<file path="src/rtl/stage_mem_sram_ctrl_pkg.sv">
// Shared types and constants for the memory-stage SRAM controller.
package stage_mem_sram_ctrl_pkg;

  // Controller FSM: idle, low half-word access, high half-word access, release.
  typedef enum logic [1:0] {
    IDLE = 2'd0,
    LO   = 2'd1,
    HI   = 2'd2,
    DONE = 2'd3
  } state_t;

  // Half-word select bit appended to the SRAM word address.
  localparam logic HALF_LO = 1'b0;
  localparam logic HALF_HI = 1'b1;

  // Byte address that maps onto SRAM word 0.
  localparam logic [31:0] DEFAULT_BASE_ADDR = 32'd1024;

  // Offset of a byte address from the SRAM window base, wrapping modulo 2^32.
  function automatic logic [31:0] byte_offset(input logic [31:0] addr,
                                              input logic [31:0] base);
    return addr - base;
  endfunction

endpackage

</file>
<file path="src/rtl/stage_mem_sram_ctrl_sram_wait_counter.sv">
// Wait-state counter for one half-word SRAM access. expired flags the last
// cycle of the access (count == WAIT_CYCLES-1); clear has priority over enable.
module sram_wait_counter #(
  parameter int WAIT_CYCLES = 5
) (
  input  logic clk,
  input  logic rst,
  input  logic clr,
  input  logic en,
  output logic expired
);

  localparam logic [3:0] LAST_COUNT = 4'(WAIT_CYCLES - 1);

  logic [3:0] count_r;

  // Count wait cycles of the current half-word access.
  always_ff @(posedge clk or negedge rst) begin
    if (!rst) begin
      count_r <= 4'd0;
    end else if (clr) begin
      count_r <= 4'd0;
    end else if (en) begin
      count_r <= count_r + 4'd1;
    end else begin
      count_r <= count_r;
    end
  end

  assign expired = (count_r == LAST_COUNT);

endmodule

</file>
<file path="src/rtl/stage_mem_sram_ctrl.sv">
// Memory-stage SRAM controller: splits each 32-bit load/store into two
// half-word accesses on a 16-bit SRAM with programmable wait states, and
// holds ready low to freeze the pipeline while an access is in flight.
// Optional build macro MEM_STAGE_RANGE_CHECK_EN adds the err port and rejects
// requests outside the SRAM window; without it, offsets wrap by truncation.
module stage_mem_sram_ctrl
  import stage_mem_sram_ctrl_pkg::*;
#(
  parameter logic [31:0] BASE_ADDR   = DEFAULT_BASE_ADDR,
  parameter int          WAIT_CYCLES = 5,
  parameter int          SRAM_AW     = 18
) (
  input  logic               clk,
  input  logic               rst,
  input  logic               memREn,
  input  logic               memWEn,
  input  logic [31:0]        address,
  input  logic [31:0]        writeData,
  output logic [31:0]        readData,
  output logic               ready,
  output logic [SRAM_AW-1:0] sramAddr,
  output logic [15:0]        sramDqOut,
  input  logic [15:0]        sramDqIn,
  output logic               sramDqOe,
  output logic               sramWeN
`ifdef MEM_STAGE_RANGE_CHECK_EN
  ,
  output logic               err
`endif
);

  state_t             state_r;
  state_t             state_next_s;
  logic [31:0]        addr_r;
  logic [31:0]        wdata_r;
  logic               is_write_r;

  logic               in_idle_s;
  logic               req_s;
  logic               start_s;
  logic [31:0]        sel_addr_s;
  logic [31:0]        sel_wdata_s;
  logic               sel_write_s;
  logic [31:0]        offs_s;
  logic [SRAM_AW-2:0] word_s;
  logic               out_of_range_s;
  logic               range_load_s;
  logic               cnt_clr_s;
  logic               cnt_en_s;
  logic               expired_s;
  logic               unused_bits_s;

  assign in_idle_s = (state_r == IDLE);
  assign req_s     = memREn | memWEn;

  // In IDLE the live request is used so the first SRAM cycle lines up with
  // the LO state; afterwards only the latched copy matters.
  assign sel_addr_s  = in_idle_s ? address   : addr_r;
  assign sel_wdata_s = in_idle_s ? writeData : wdata_r;
  assign sel_write_s = in_idle_s ? memWEn    : is_write_r;

  assign offs_s = byte_offset(sel_addr_s, BASE_ADDR);
  assign word_s = offs_s[SRAM_AW:2];

`ifdef MEM_STAGE_RANGE_CHECK_EN
  assign out_of_range_s = |offs_s[31:SRAM_AW+1];
  assign err            = in_idle_s & req_s & out_of_range_s;
`else
  assign out_of_range_s = 1'b0;
`endif

  assign range_load_s  = in_idle_s & memREn & ~memWEn & out_of_range_s;
  assign start_s       = in_idle_s & (state_next_s == LO);
  assign unused_bits_s = ^{offs_s[31:SRAM_AW+1], offs_s[1:0]};

  sram_wait_counter #(
    .WAIT_CYCLES(WAIT_CYCLES)
  ) u_wait_counter (
    .clk    (clk),
    .rst    (rst),
    .clr    (cnt_clr_s),
    .en     (cnt_en_s),
    .expired(expired_s)
  );

  // State register.
  always_ff @(posedge clk or negedge rst) begin
    if (!rst) begin
      state_r <= IDLE;
    end else begin
      state_r <= state_next_s;
    end
  end

  // Next-state, ready and wait-counter control.
  always_comb begin
    state_next_s = state_r;
    ready        = 1'b0;
    cnt_clr_s    = 1'b0;
    cnt_en_s     = 1'b0;
    case (state_r)
      IDLE: begin
        cnt_clr_s = 1'b1;
        if (req_s && !out_of_range_s) begin
          ready        = 1'b0;
          state_next_s = LO;
        end else begin
          ready        = 1'b1;
          state_next_s = IDLE;
        end
      end
      LO: begin
        cnt_en_s = 1'b1;
        if (expired_s) begin
          cnt_clr_s    = 1'b1;
          state_next_s = HI;
        end else begin
          state_next_s = LO;
        end
      end
      HI: begin
        cnt_en_s = 1'b1;
        if (expired_s) begin
          cnt_clr_s    = 1'b1;
          state_next_s = DONE;
        end else begin
          state_next_s = HI;
        end
      end
      DONE: begin
        ready        = 1'b1;
        state_next_s = IDLE;
      end
      default: begin
        state_next_s = IDLE;
      end
    endcase
  end

  // Latch the request when an access starts so later input changes are ignored.
  always_ff @(posedge clk or negedge rst) begin
    if (!rst) begin
      addr_r     <= 32'd0;
      wdata_r    <= 32'd0;
      is_write_r <= 1'b0;
    end else if (start_s) begin
      addr_r     <= address;
      wdata_r    <= writeData;
      is_write_r <= memWEn;
    end else begin
      addr_r     <= addr_r;
      wdata_r    <= wdata_r;
      is_write_r <= is_write_r;
    end
  end

  // SRAM pins registered from the next state so they align with LO/HI.
  always_ff @(posedge clk or negedge rst) begin
    if (!rst) begin
      sramAddr  <= '0;
      sramDqOut <= 16'd0;
      sramDqOe  <= 1'b0;
      sramWeN   <= 1'b1;
    end else begin
      case (state_next_s)
        LO: begin
          sramAddr <= {word_s, HALF_LO};
          sramDqOe <= sel_write_s;
          sramWeN  <= ~sel_write_s;
          if (sel_write_s) begin
            sramDqOut <= sel_wdata_s[15:0];
          end else begin
            sramDqOut <= sramDqOut;
          end
        end
        HI: begin
          sramAddr <= {word_s, HALF_HI};
          sramDqOe <= sel_write_s;
          sramWeN  <= ~sel_write_s;
          if (sel_write_s) begin
            sramDqOut <= sel_wdata_s[31:16];
          end else begin
            sramDqOut <= sramDqOut;
          end
        end
        default: begin
          sramAddr  <= sramAddr;
          sramDqOut <= sramDqOut;
          sramDqOe  <= 1'b0;
          sramWeN   <= 1'b1;
        end
      endcase
    end
  end

  // Load data: capture each half on the last wait cycle of a read; otherwise hold.
  always_ff @(posedge clk or negedge rst) begin
    if (!rst) begin
      readData <= 32'd0;
    end else if ((state_r == LO) && expired_s && !is_write_r) begin
      readData[15:0] <= sramDqIn;
    end else if ((state_r == HI) && expired_s && !is_write_r) begin
      readData[31:16] <= sramDqIn;
    end else if (range_load_s) begin
      readData <= 32'd0;
    end else begin
      readData <= readData;
    end
  end

endmodule

</file>
<file path="config.mk">
export PLATFORM = sky130hd
export DESIGN_NAME = stage_mem_sram_ctrl
export DESIGN_NICKNAME = d
export VERILOG_FILES = /design/src/rtl/stage_mem_sram_ctrl_pkg.sv /design/src/rtl/stage_mem_sram_ctrl_sram_wait_counter.sv /design/src/rtl/stage_mem_sram_ctrl.sv
export SDC_FILE = /design/constraint.sdc
export NUM_CORES = 1
export LEC_CHECK = 0
export ABC_CLOCK_PERIOD_IN_PS = 4100
export CORE_MARGIN = 1
export CORE_UTILIZATION = 30
export CTS_CLUSTER_SIZE = 20
export DETAILED_ROUTE_END_ITERATION = 10
export PLACE_DENSITY_LB_ADDON = 0.12
export SYNTH_ARGS = -nofsm -noshare
export SYNTH_HDL_FRONTEND = slang
export SYNTH_SLANG_ARGS = --single-unit
</file>
<file path="constraint.sdc">
create_clock -name clk -period 4.1 [get_ports clk]
set_input_delay 0.82 -clock clk [delete_from_list [all_inputs] [get_ports clk]]
set_output_delay 0.82 -clock clk [all_outputs]
set_load 0.005 [all_outputs]
</file>
==> results.py <==
metrics = {
    "logic_synthesis": {
        "ys.flop_type": "dfrtp_1",
        "synth_top_cell_by_area": "dfrtp_1",
        "post_synth_num_cell_types": 46,
        "syn_inst": 389,
        "synth-xor-area-share": 0.006181,
        "synth_edf_count": 0,
        "synth_top_family_by_area": "multiplexers",
        "synthesis.area_um2": 5668,
        "ys_seq_area_frac": 0.5477,
        "netlist.area_leader.share": 0.5430,
        "synth_area_leaders": "dfrtp_1 (54%), mux2_2 (17%), mux4_2 (4.0%)",
        "synth_compound_area_frac": 0.03951,
        "avgSynthCellArea_um2": 14.57,
        "async_flop_share": 1.000,
        "synthMuxAreaShare": 0.3049,
        "synth-simple-area-share": 0.04923,
        "synthAdderAreaFrac": 0.02208,
        "ys_ff_latch": 124,
        "synth_nets": 483,
        "ys_warn_count": 0,
    },
    "cells_and_area": {
        "drive_gt1_frac": 0.2912,
        "multi_input_area_um2": 2396,
        "seqCellArea_um2": 3104,
        "final_cells": 775,
        "syn_to_final_growth_pct": 39.16,
        "fin_nets": 627,
        "n_antenna_cell": 0,
        "fillers": 1662,
    },
    "clocking": {
        "cts_buffers": 17,
        "cts_setup_buffers": 0,
        "holdBufCountCts": 0,
        "cts.repair.resized": 0,
        "cts_root_buf": "clkbuf_16",
        "cts_buffer_depth": 2,
        "htree_levels": 4,
        "cts_tree": "built",
        "clk_latency_ns": 0.41,
        "cts.sinks": 124,
        "path_clk_slew_ns": 0.05,
    },
    "global_route": {
        "grt_pass1_vias": 3939,
        "grt_pass1_wl_um": 20930,
        "grt_max_degree": 67,
        "antenna_found_initial": 0,
        "track_usage": 0.1394,
        "grt_overflow_total": 0,
    },
    "hold_path": {
        "min-delay-path-class": "reg -> reg",
    },
    "placement": {
        "io_buffers": 137,
        "gp_congestion": 0.7049,
        "dp_cells": 743,
        "pre_cts_slack_ns": 0.9698,
        "dp_hpwl_um": 8511,
    },
    "worst_setup_path": {
        "worstSetupStartpointType": "primary input",
        "path_cells": "clkdlybuf4s50_1 -> nor3_1 -> nor2_1 -> nor2_1 -> clkdlybuf4s50_1",
        "slowest_delay_ns": 0.51,
        "cpMaxStageDelayCell": "clkdlybuf4s50_1",
        "worstPathRequired_ns": 3.28,
        "endpoint_kind": "primary output",
        "critical_path_class": "in -> out",
        "path_max_fanout": 3,
        "arrival_ns": 2.16,
    },
    "sta": {
        "drv_slew": 0,
        "worstMarginPinSlew_ns": 0.8465,
        "slew_headroom": 0.4357,
        "setup_violations": 0,
        "rsz0062_at_grt": "false",
        "fin_crit_sh": 0.7272,
        "finClkSkew_ns": 0.007156,
        "fmax_ghz": 0.3354,
        "setup_slack_ns": 1.118,
        "period_needed_ns": 2.982,
        "hold_viol_final": 0,
        "setup_tns_ns": 0,
    },
    "power": {
        "switchingPower_uw": 1975,
        "p_seq_frac": 0.324,
        "clkPwrFrac": 0.238,
        "power_density_nw_per_um2": 822.3,
        "ir_drop_mv": 0.3730,
        "switching_share": 0.3045,
        "intPower_uw": 4511,
        "comb_power_share": 0.438,
        "leakagePower_uw": 0.003265,
    },
    "floorplan": {
        "die_h_um": 139.5,
        "start_util": 0.3113,
        "num_io_pins": 153,
        "num_rows": 49,
        "die_w_um": 139.5,
        "die_area_um2": 19450,
        "core_um2": 18210,
    },
    "job": {
        "cap_violations": 0,
    },
    "run_status": {
        "status": "complete, no violations",
    },
    "drt": {
        "vias": 3674,
        "first_iter_violations": 108,
        "drc_errors": 0,
        "wirelength_um": 12290,
        "wl_per_cell_um": 15.86,
        "ant_nets": 0,
        "first_pass_iters": 4,
        "vias_per_cell": 4.741,
    },
}
-- path summary, 6_finish.rpt --
check,from,to,slack [ns],cells past startpoint
min in group asynchronous,rst,readData[3],0.50,1
max reg2reg,u_wait_counter.count_r[0],sramDqOut[1],1.18,12
min,sramAddr[9],sramAddr[9],0.48,2
max in group asynchronous,rst,sramWeN,2.69,2
max,memWEn,ready,1.12,5
min reg2reg,sramAddr[9],sramAddr[9],0.48,2
-- through the flow --
step	cell area (µm²)	util	total power, µW	hold WS (ns)
2_1_floorplan	5668	-	3997	0.4654
6_report	7888	0.4332	6486	0.4838
3_5_place_dp	7271	0.3993	5026	0.4750
4_1_cts	7888	0.4332	6620	0.4951
5_1_grt	7888	0.4332	6968	0.5110
3_3_place_gp	7271	0.3993	4952	0.4668
-- metal layers --
| metal | up-vias | wire, µm | global-route usage |
|---|---|---|---|
| li1 | 1713 | - | - |
| met1 | 1837 | 5407 | 0.1696 |
| met2 | 109 | 5947 | 0.2285 |
| met3 | 15 | 790 | 0.04990 |
| met4 | 0 | 142 | 0.04737 |
| met5 | - | 0 | 0 |
-- cell usage after synthesis (all sizes together) (2+ instances only) --
cell	number
buf	16
o211ai	2
nand3	3
nor3b	2
mux4	16
inv	10
nor4	2
a21oi	5
clkbuf	3
xnor2	2
nand2	23
mux2	101
ha	10
dfrtp	123
nor3	9
mux2i	17
xor2	2
o31ai	2
nor2	10
o21ai	18
-- worst max-delay path, delay by kind of cell --
kind          cells  cell delay (ns)
simple gates      3             0.38
buf+inv           2             0.97
-- layout by cell type (no fill, tap or decap), types with 10 or more instances in the layout --
cell,instances
mux2_2,87
mux4_2,10
o21ai_0,18
clkbuf_16,17
clkdlybuf4s50_1,136
mux2i_1,17
dfrtp_1,123
nand2_1,22
mux2_4,10
-- power groups by stage --
| stage | Sequential (µW) | Clock, µW | Combinational (µW) |
|---|---|---|---|
| 2_1_floorplan | 2080 | 0 | 1910 |
| 3_3_place_gp | 2100 | 0 | 2860 |
| 3_5_place_dp | 2130 | 0 | 2900 |
| 4_1_cts | 2110 | 1600 | 2910 |
| 5_1_grt | 2190 | 1650 | 3130 |
| 6_report | 2100 | 1540 | 2840 |
-- logic make-up after synthesis --
family / count (synthesis)
AO/OA/AOI/OAI: 35
XOR/XNOR: 4
adder cells (fa/ha/maj): 10
buffers and inverters: 29
flip-flops: 124
multiplexers: 134
AND/OR/NAND/NOR: 53
-- final cells by class --
type | instances | share of cell area
repair buffers | 144 | 0.1834
clock inverters | 13 | 0.02078
multi-input cells | 236 | 0.3038
inverters | 10 | 0.004759
flip-flops and latches | 124 | 0.3936
well taps | 229 | 0.03633
clock buffers | 19 | 0.05742
-- sequential cells by signal, indices dropped and copies added, names as in the netlist --
| register | flops |
|---|---|
| sramWeN | 1 |
| sramAddr | 18 |
| u_wait_counter.count_r | 4 |
| wdata_r | 32 |
| addr_r | 17 |
| readData | 32 |
| sramDqOe | 1 |
| is_write_r | 1 |
| state_r | 2 |
| sramDqOut | 16 |
Note: power is estimated with default switching activity, not from simulation.
